--- config.mk ---
export PLATFORM = sky130hd
export DESIGN_NAME = crtc_bus_sequencer
export DESIGN_NICKNAME = d
export VERILOG_FILES = /design/src/rtl/crtc_bus_sequencer.sv
export SDC_FILE = /design/constraint.sdc
export NUM_CORES = 1
export LEC_CHECK = 0
export CAP_MARGIN = 20
export CELL_PAD_IN_SITES_DETAIL_PLACEMENT = 1
export CELL_PAD_IN_SITES_GLOBAL_PLACEMENT = 2
export CORE_AREA = 2 2 137 86
export CTS_BUF_LIST = sky130_fd_sc_hd__clkbuf_16
export CTS_CLUSTER_DIAMETER = 80
export CTS_CLUSTER_SIZE = 28
export DETAILED_ROUTE_END_ITERATION = 6
export DIE_AREA = 0 0 139 88
export PLACE_DENSITY = 0.73
export SYNTH_ARGS = -nofsm -noshare
export SYNTH_HDL_FRONTEND = slang
export SYNTH_SLANG_ARGS = --single-unit
--- constraint.sdc ---
create_clock -name CLK -period 2.9 [get_ports CLK]
set_clock_uncertainty 0.2 [all_clocks]
set_input_delay 0.435 -clock CLK [delete_from_list [all_inputs] [get_ports CLK]]
set_output_delay 0.435 -clock CLK [all_outputs]
set_load 0.1 [all_outputs]
--- src/rtl/crtc_bus_sequencer.sv ---
// crtc_bus_sequencer
//   Sole bus master for an MC6845 CRTC. After reset, or when INIT_REQ
//   pulses, it writes the 16-entry INIT_TABLE to R0..R15. Once that load
//   has finished it serves host register writes over a req/ack handshake.
//   The most recently written address-register value is cached, so a
//   repeat write to the same register skips the address phase.
//
//   Ports
//     CLK, RSTn              clock, async active-low reset
//     INIT_REQ               pulse: restart the table load
//     HOST_REQ/ADDR/DATA     host write request (held until HOST_ACK)
//     HOST_ACK, HOST_ERR     completion pulse, error flag (HOST_ADDR > 17)
//     INIT_DONE              table load complete
//     E, CSn, RS, RW, D_OUT  CRTC write bus
//
//   Optional build macro SHADOW_READBACK_EN adds SHADOW_ADDR/SHADOW_DATA,
//   a readable copy of R0..R15 (the CRTC registers are write-only).
//
//   state    | meaning
//   IDLE     | bus released; arbitrate table load vs. host request
//   A_SETUP  | address register selected, E low
//   A_STROBE | address phase, E high for E_WIDTH cycles
//   A_HOLD   | E low, address held across the falling edge
//   D_SETUP  | data register selected, E low
//   D_STROBE | data phase, E high for E_WIDTH cycles
//   D_HOLD   | E low, data held; host ACK / table index advance
module crtc_bus_sequencer #(
  parameter int unsigned  E_WIDTH    = 2,
  parameter logic [127:0] INIT_TABLE = 128'h000000000C0B0D0219190619_0F525061
) (
  input  logic       CLK,
  input  logic       RSTn,
  input  logic       INIT_REQ,
  input  logic       HOST_REQ,
  input  logic [4:0] HOST_ADDR,
  input  logic [7:0] HOST_DATA,
  output logic       HOST_ACK,
  output logic       HOST_ERR,
  output logic       INIT_DONE,
  output logic       E,
  output logic       CSn,
  output logic       RS,
  output logic       RW,
  output logic [7:0] D_OUT
`ifdef SHADOW_READBACK_EN
  ,
  input  logic [3:0] SHADOW_ADDR,
  output logic [7:0] SHADOW_DATA
`endif
);

  typedef enum logic [2:0] {
    IDLE, A_SETUP, A_STROBE, A_HOLD, D_SETUP, D_STROBE, D_HOLD
  } state_e;

  state_e     state_q, state_d;
  logic [3:0] cnt_q, cnt_d;
  logic [4:0] addr_q, addr_d;
  logic [7:0] data_q, data_d;
  logic       is_init_q, is_init_d;
  logic [3:0] idx_q, idx_d;
  logic       load_q, load_d;
  logic       restart_q, restart_d;
  logic       done_q, done_d;
  logic [4:0] cache_q, cache_d;
  logic       cache_vld_q, cache_vld_d;
  logic       ack_q, ack_d, err_q, err_d;
  logic       e_q, e_d, csn_q, csn_d, rs_q, rs_d, rw_q, rw_d;
  logic [7:0] dout_q, dout_d;

  logic       start_init, start_host, restart_now;
  logic [3:0] load_idx;

  always_comb begin
    state_d     = state_q;
    cnt_d       = cnt_q;
    addr_d      = addr_q;
    data_d      = data_q;
    is_init_d   = is_init_q;
    idx_d       = idx_q;
    load_d      = load_q | INIT_REQ;
    restart_d   = restart_q | INIT_REQ;
    done_d      = INIT_REQ ? 1'b0 : done_q;
    cache_d     = cache_q;
    cache_vld_d = cache_vld_q & ~INIT_REQ;
    ack_d       = 1'b0;
    err_d       = 1'b0;
    start_init  = 1'b0;
    start_host  = 1'b0;
    restart_now = restart_q | INIT_REQ;
    load_idx    = restart_now ? 4'd0 : idx_q;

    case (state_q)
      IDLE: begin
        if (load_q || INIT_REQ) begin
          start_init = 1'b1;
        end else if (done_q && HOST_REQ && !ack_q) begin
          // ack_q guard: a bad-address ACK is issued from IDLE while the
          // host still holds HOST_REQ; do not capture it a second time.
          if (HOST_ADDR > 5'd17) begin
            ack_d = 1'b1;
            err_d = 1'b1;
          end else begin
            start_host = 1'b1;
          end
        end
      end
      A_SETUP: begin
        state_d = A_STROBE;
        cnt_d   = 4'(E_WIDTH - 1);
      end
      A_STROBE: begin
        if (cnt_q == 4'd0) state_d = A_HOLD;
        else               cnt_d   = cnt_q - 4'd1;
      end
      A_HOLD: begin
        state_d     = D_SETUP;
        cache_d     = addr_q;
        cache_vld_d = ~INIT_REQ;
      end
      D_SETUP: begin
        state_d = D_STROBE;
        cnt_d   = 4'(E_WIDTH - 1);
      end
      D_STROBE: begin
        if (cnt_q == 4'd0) state_d = D_HOLD;
        else               cnt_d   = cnt_q - 4'd1;
      end
      D_HOLD: begin
        state_d = IDLE;
        if (is_init_q) begin
          // Table entries chain directly without an IDLE gap.
          if (!restart_now && idx_q == 4'd15) begin
            load_d = 1'b0;
            done_d = 1'b1;
            idx_d  = 4'd0;
          end else begin
            load_idx   = restart_now ? 4'd0 : idx_q + 4'd1;
            start_init = 1'b1;
          end
        end
      end
      default: state_d = IDLE;
    endcase

    if (start_init) begin
      addr_d    = {1'b0, load_idx};
      data_d    = INIT_TABLE[{load_idx, 3'b000} +: 8];
      is_init_d = 1'b1;
      idx_d     = load_idx;
      restart_d = 1'b0;
      load_d    = 1'b1;
    end
    if (start_host) begin
      addr_d    = HOST_ADDR;
      data_d    = HOST_DATA;
      is_init_d = 1'b0;
    end
    if (start_init || start_host) begin
      state_d = (cache_vld_q && !INIT_REQ && cache_q == addr_d) ? D_SETUP : A_SETUP;
    end

    if (state_d == D_HOLD && !is_init_d) ack_d = 1'b1;

    // Bus outputs are registered from the next state so E is glitch-free.
    e_d    = (state_d == A_STROBE) || (state_d == D_STROBE);
    csn_d  = (state_d == IDLE);
    rw_d   = (state_d == IDLE);
    rs_d   = (state_d == D_SETUP) || (state_d == D_STROBE) || (state_d == D_HOLD);
    dout_d = 8'h00;
    if (state_d == A_SETUP || state_d == A_STROBE || state_d == A_HOLD)
      dout_d = {3'b000, addr_d};
    else if (rs_d)
      dout_d = data_d;
  end

  always_ff @(posedge CLK or negedge RSTn) begin
    if (!RSTn) begin
      state_q     <= IDLE;
      cnt_q       <= 4'd0;
      addr_q      <= 5'd0;
      data_q      <= 8'h00;
      is_init_q   <= 1'b0;
      idx_q       <= 4'd0;
      load_q      <= 1'b1;
      restart_q   <= 1'b0;
      done_q      <= 1'b0;
      cache_q     <= 5'd0;
      cache_vld_q <= 1'b0;
      ack_q       <= 1'b0;
      err_q       <= 1'b0;
      e_q         <= 1'b0;
      csn_q       <= 1'b1;
      rs_q        <= 1'b0;
      rw_q        <= 1'b1;
      dout_q      <= 8'h00;
    end else begin
      state_q     <= state_d;
      cnt_q       <= cnt_d;
      addr_q      <= addr_d;
      data_q      <= data_d;
      is_init_q   <= is_init_d;
      idx_q       <= idx_d;
      load_q      <= load_d;
      restart_q   <= restart_d;
      done_q      <= done_d;
      cache_q     <= cache_d;
      cache_vld_q <= cache_vld_d;
      ack_q       <= ack_d;
      err_q       <= err_d;
      e_q         <= e_d;
      csn_q       <= csn_d;
      rs_q        <= rs_d;
      rw_q        <= rw_d;
      dout_q      <= dout_d;
    end
  end

  assign HOST_ACK  = ack_q;
  assign HOST_ERR  = err_q;
  assign INIT_DONE = done_q;
  assign E         = e_q;
  assign CSn       = csn_q;
  assign RS        = rs_q;
  assign RW        = rw_q;
  assign D_OUT     = dout_q;

`ifdef SHADOW_READBACK_EN
  logic [7:0] shadow_q [16];

  always_ff @(posedge CLK or negedge RSTn) begin
    if (!RSTn) begin
      for (int i = 0; i < 16; i++) shadow_q[i] <= 8'h00;
    end else if (state_q == D_HOLD && !addr_q[4]) begin
      shadow_q[addr_q[3:0]] <= data_q;
    end
  end

  assign SHADOW_DATA = shadow_q[SHADOW_ADDR];
`endif

endmodule

# After elaboration in Yosys (flattened, before gate mapping)

Index checks and enable logic that the tools add are counted.
W data, S select, Z words.

Word-level logic and storage cells: 115
Register bits: 47
Input port bits: 17
Output and inout port bits: 15

Shift-type cells: 1
Order comparisons: 1
Equality and inequality tests: 15
Add/sub/neg operators: 2
Bitwise logic cells: 4
Multiplexer cells: 47
Reduce and logical (&&, ||, !) cells: 28

Operator list:

| operator                   | count |
|---|---|
| $shiftx A128 B8 Y8 const A | 1 |
| $mux W4                    | 10 |
| $mux W8                    | 4 |
| $mux W1                    | 24 |
| $eq A3 B3 Y1 const B       | 6 |
| $pmux W3 S6                | 1 |
| $eq A3 B2 Y1 const B       | 4 |
| $mux W3                    | 4 |
| $mux W5                    | 2 |
| $pmux W4 S2                | 1 |
| $reduce_bool A2 Y1         | 4 |
| $logic_or A1 B1 Y1         | 7 |
| $eq A3 B1 Y1 const B       | 2 |
| $logic_and A1 B1 Y1        | 6 |
| $logic_not A3 Y1           | 2 |
| $eq A5 B5 Y1               | 1 |
| $gt A5 B5 Y1 const B       | 1 |
| $add A4 B1 Y4 const B      | 1 |
| $eq A4 B4 Y1 const B       | 1 |
| $logic_not A1 Y1           | 4 |
| $logic_not A4 Y1           | 1 |
| $reduce_or A2 Y1           | 2 |
| $sub A4 B1 Y4 const B      | 1 |
| $reduce_and A3 Y1          | 1 |
| other kinds (6)            | 7 |

# Logic depth before layout (Yosys ltp)

Depth after elaboration: 17
Depth in mapped cells: 12
Mapped depth without buffers: 11

# Worst setup path after synthesis

No wires, ideal clock.

Path kind: register to register
Start: register done_q (netlist: INIT_DONE)
End: register dout_q[4] (netlist: D_OUT[4])
Clock period less this slack: 3183 ps
Stages on the path, launching flop included: 11
Path slack: -283 ps
Library setup time: 121 ps
Arrival time: 2862 ps
Buffers on the path: 2
Path through: dfrtp_1 nor4b_2 and4_1 clkbuf_2 a31o_2 o22ai_1 xnor2_1 nor4_2 or3b_4 buf_6 a22o_1

Longest elaborated chain between the ends: 15
Elaborated cells between the ends (all ways): 24
Those cells by class: eq/ne (7); mux (9); reduce/logical (8)

Ends and longest elaborated chain:

| what                                 | line | source |
|---|---|---|
| from (decl)                          | 64   | `logic done_q, done_d;` |
| from (signal assigned)               | 206  | `done_q <= done_d;` |
| $logic_and A1 B1 Y1 (*) (2 in a row) | 97   | `end else if (done_q && HOST_REQ && !ack_q) begin` |
| $mux W1 (*)                          | 97   |  |
| $mux W1 (*)                          | 95   | `if (load_q \|\| INIT_REQ) begin` |
| $mux W1 (*)                          | 93   | `case (state_q)` |
| $mux W5                              | 154  | `if (start_host) begin` |
| $eq A5 B5 Y1                         | 160  | `state_d = (cache_vld_q && !INIT_REQ && cache_q == addr_d) ? D_SETUP : A_SETUP;` |
| $logic_and A1 B1 Y1                  | 160  |  |
| $mux W3                              | 160  |  |
| $mux W3 (*)                          | 159  | `if (start_init \|\| start_host) begin` |
| named net state_d[2]                 | 56   | `state_e state_q, state_d;` |
| $eq A3 B3 Y1                         | 169  | `rs_d = (state_d == D_SETUP) \|\| (state_d == D_STROBE) \|\| (state_d == D_HOLD);` |
| $logic_or A1 B1 Y1 (2 in a row)      | 169  |  |
| $mux W8                              | 173  | `else if (rs_d)` |
| $mux W8 (*)                          | 171  | `if (state_d == A_SETUP \|\| state_d == A_STROBE \|\| state_d == A_HOLD)` |
| named net dout_d[4]                  | 69   | `logic [7:0] dout_q, dout_d;` |
| to (signal assigned)                 | 215  | `dout_q <= dout_d;` |
| to (decl)                            | 69   |  |

The timed path passes the listed nets; every way through them passes the cells marked *.
A chain may end at the register's enable or synchronous reset.

# Worst setup path in the final report

Start: register state_q[0]
End: register dout_q[6] (netlist: D_OUT[6])

Longest elaborated chain between the ends: 13
Elaborated cells between the ends (all ways): 35
Those cells by class: eq/ne (13); shift (1); mux (14); reduce/logical (7)

Ends and longest elaborated chain:

| what                                                    | line | source |
|---|---|---|
| from (decl)                                             | 56   |  |
| from (signal assigned)                                  | 198  | `state_q <= state_d;` |
| $eq A3 B3 Y1 / $logic_not A3 Y1 (equally long branches) | 93   |  |
| $pmux W1 S2 / $mux W4 (equally long branches)           | 93   |  |
| $mux W5                                                 | 146  | `if (start_init) begin` |
| $mux W5                                                 | 154  |  |
| $eq A5 B5 Y1                                            | 160  |  |
| $logic_and A1 B1 Y1                                     | 160  |  |
| $mux W3                                                 | 160  |  |
| $mux W3                                                 | 159  |  |
| $eq A3 B3 Y1                                            | 169  |  |
| $logic_or A1 B1 Y1 (2 in a row)                         | 169  |  |
| $mux W8                                                 | 173  |  |
| $mux W8 (*)                                             | 171  |  |
| named net dout_d[6]                                     | 69   |  |

Marks and branches as above.

==> flow_metrics.tcl <==
set metrics [dict create \
    status "complete, but fails checks" \
    violations "setup timing" \
    yosys_register_bits 47 \
    p_seq_share_pct 25.4 \
    min_path_type "primary input to asynchronous set/reset pin" \
    fin_nets 395 \
    dp.cells 496 \
    grt_pass1_wl_um 14800 \
    tns_ns -0.0342 \
    fmax_mhz 342 \
    placed_area_um2 3500 \
    synth_cell_type_count 61 \
    pre_cts_ws_ns -0.465 \
    cts_hold_buf 0 \
    via_count 2592 \
    critical_path.max_stage_delay_ns 0.46 \
    cp-end-kind "register" \
    rsz0062_at_grt "true" \
    synth_top_area_share_pct 42.0 \
    synth_edf_count 0 \
    startpoint_type "register" \
    viasPerCell 5.01 \
    hpwl_um 6970 \
    cts-root-buf "clkbuf_16" \
    cpMostUsedCell "buf_4" \
    synthMostInstantiatedCell "dfrtp_1" \
    seq_area_frac_synth_pct 43.9 \
    portBuffers 31 \
    synth_top_cell_by_area "dfrtp_1" \
    rows 30 \
    cts_max_path_buffers 2 \
    crit_chain "and4b_4 > o21ai_4 > buf_4 > a31oi_2 > mux2i_2 > a31oi_4 > nor4_4 > buf_4 > or3b_4 > and2_4" \
    io_pins 32 \
    grt_overflow 0 \
    finalNonFillerCells 517 \
    worst_pin_slew_ns 0.939 \
    drc 0 \
    synthCells 276 \
    power_mw 3.71 \
    path_class "register to register" \
    rr_endpoint "D_OUT[6]$_DFF_PN0_" \
    grt_pass1_vias 2649 \
    fp.dieArea_um2 12200 \
    cts_tree "done" \
    grt_max_degree 42 \
    ant_nets 0 \
    worstPathArrival_ns 2.91 \
    wl_per_cell_um 18.3 \
    static-leakage-power_nw 1.75 \
    stdcell_area_um2 3910 \
    clk-insertion-delay-late_ns 0.30 \
    grt_use_total_pct 15.7 \
    synth_ff_type "dfrtp_1" \
    slew_headroom_pct 37.4 \
    synth_area_um2 2680 \
    fin_util_pct 35.6 \
    use_met1_pct 24.1 \
    fin_crit_ns 2.92 \
    setup_violations 4 \
    hold_viol 0 \
    cts.htree.levels 2 \
    cts_sinks 47 \
    use_met2_pct 22.3 \
    antenna_cells 0 \
    grt_use_met3_pct 3.72 \
    async_flop_share_pct 100 \
    p_int_mw 1.98 \
    antenna_found_initial 0 \
    switching_power_mw 1.73 \
    required_ns 2.89 \
    powerDensity_nw_per_um2 949 \
    synth_fp_nets 299 \
    yosys-top-cells-count "dfrtp_1 (45), o21ai_0 (23), nor2_1 (22)" \
    grt-busiest-layer "met1" \
    first_pass_iters 4 \
    clockPowerShare_pct 15.9 \
    avgSynthCellArea_um2 9.72 \
    die_w_um 139 \
    drt_iter0_markers 124 \
    reg2reg_depth 10 \
    rrSetupSlack_ns -0.02 \
    cts_buffers 5 \
    synth_warnings 0 \
    wirelength_um 9460 \
    fin_ws_ns -0.0217 \
    die_height_um 88 \
    crit_fanout 8 \
    finalCritPeriodShare_pct 101 \
    drive_gt1_share_pct 38.9 \
    core_area_um2 11000 \
    area_delta_synth_final_pct 45.6 \
    p_comb_share_pct 58.6 \
    reg2reg_from "state_q[0]$_DFF_PN0_" \
    clk_pin_slew_ns 0.07 \
    slew_viol_final 0 \
    initial_core_util_pct 24.5 \
    ir_drop_mv 0.540 \
    cp_slowest_cell "and4b_4" \
    netlist_top_cells_area "dfrtp_1 (42%), o21ai_0 (4.3%), a21oi_1 (3.7%)" \
    hold_slack_ns 0.0693 \
    gp_congestion 0.883 \
    swShare_pct 46.6 \
    max-cap-violations 0 \
]
==> layer usage <==
metal | share of wire, % | vias up | routed length, um
met3 | 5.4 | 5 | 514
li1 | - | 1212 | -
met5 | 0 | - | 0
met1 | 53 | 1312 | 4980
met2 | 41 | 63 | 3930
met4 | 0.44 | 0 | 42
==> registers in the layout, summed over array words and instances (netlist names), 3 cells and up <==
name	count
cache_q	5
D_OUT	8
cnt_q	4
idx_q	4
data_q	8
state_q	3
addr_q	5
==> worst max-delay path by stage <==
stage | start | endpoint | slack (ns) | cells after the start
final | state_q[0]$_DFF_PN0_ | D_OUT[6]$_DFF_PN0_ | -0.02 | 10
after CTS | state_q[0]$_DFF_PN0_ | D_OUT[6]$_DFF_PN0_ | 0.0007 | 10
after global placement | INIT_REQ | RW$_DFF_PN1_ | -0.49 | 10
after global routing | state_q[0]$_DFF_PN0_ | D_OUT[6]$_DFF_PN0_ | -0.07 | 10
after floorplan | INIT_DONE$_DFF_PN0_ | D_OUT[4]$_DFF_PN0_ | 0.01 | 10
after detailed placement | INIT_REQ | D_OUT[4]$_DFF_PN0_ | -0.46 | 10
==> kinds of logic after synthesis <==
family	Yosys count	share of synthesized area (%)
AOI/OAI and AO/OA	90	22.9
buffers and inverters	31	6.16
DFF	47	43.9
adders and majority gates	6	2.80
and+or+nand+nor	86	18.3
xor gates and xnor gates	6	1.96
muxes	10	3.96
==> cells in the final DEF, fill, tap and decap left out, types with 5 or more instances in the layout <==
cell type | Yosys | routed
buf_4 | 2 | 87
dfrtp_1 | 45 | 42
nor2_1 | 22 | 22
o21ai_0 | 23 | 19
a21oi_1 | 20 | 18
nand2_1 | 17 | 17
inv_1 | 16 | 16
clkdlybuf4s50_1 | 0 | 10
nor3_1 | 9 | 8
a31oi_1 | 8 | 6
a22o_1 | 6 | 6
mux2_2 | 5 | 5
ha_1 | 6 | 5
clkbuf_16 | 0 | 5
==> layout make-up <==
class / instances / area [um^2]
flip-flops and latches: 47 / 1180
multi-input cells: 199 / 1520
repair buffers: 103 / 813
inverters: 16 / 60.1
fillers: 1271 / 7060
clock buffers: 5 / 125
clock inverters: 3 / 20.0
well taps: 144 / 180
==> timing repair <==
action	4_1_cts	5_1_grt
setup endpoints to repair	11	12
cloned	1	0
pin swaps	10	18
resized for setup	19	22
setup buffers	7	6
==> critical path, delay by kind of cell, from the launching register on <==
family                 cells  cell delay [ns]
AOI/OAI and AO/OA          3             0.60
buffers and inverters      2             0.30
DFF                        1             0.45
muxes                      1             0.14
and+or+nand+nor            4             1.12
==> power by group through the flow <==
stage                     Sequential [mW]  Clock, mW  Combinational [mW]
after floorplan                      1.23          0               0.987
after global placement              0.945          0                1.92
after detailed placement            0.950          0                1.95
after CTS                           0.943      0.604                2.06
after global routing                0.964      0.633                2.33
final                               0.943      0.590                2.17
No activity file was read; power rests on OpenSTA's default activity.
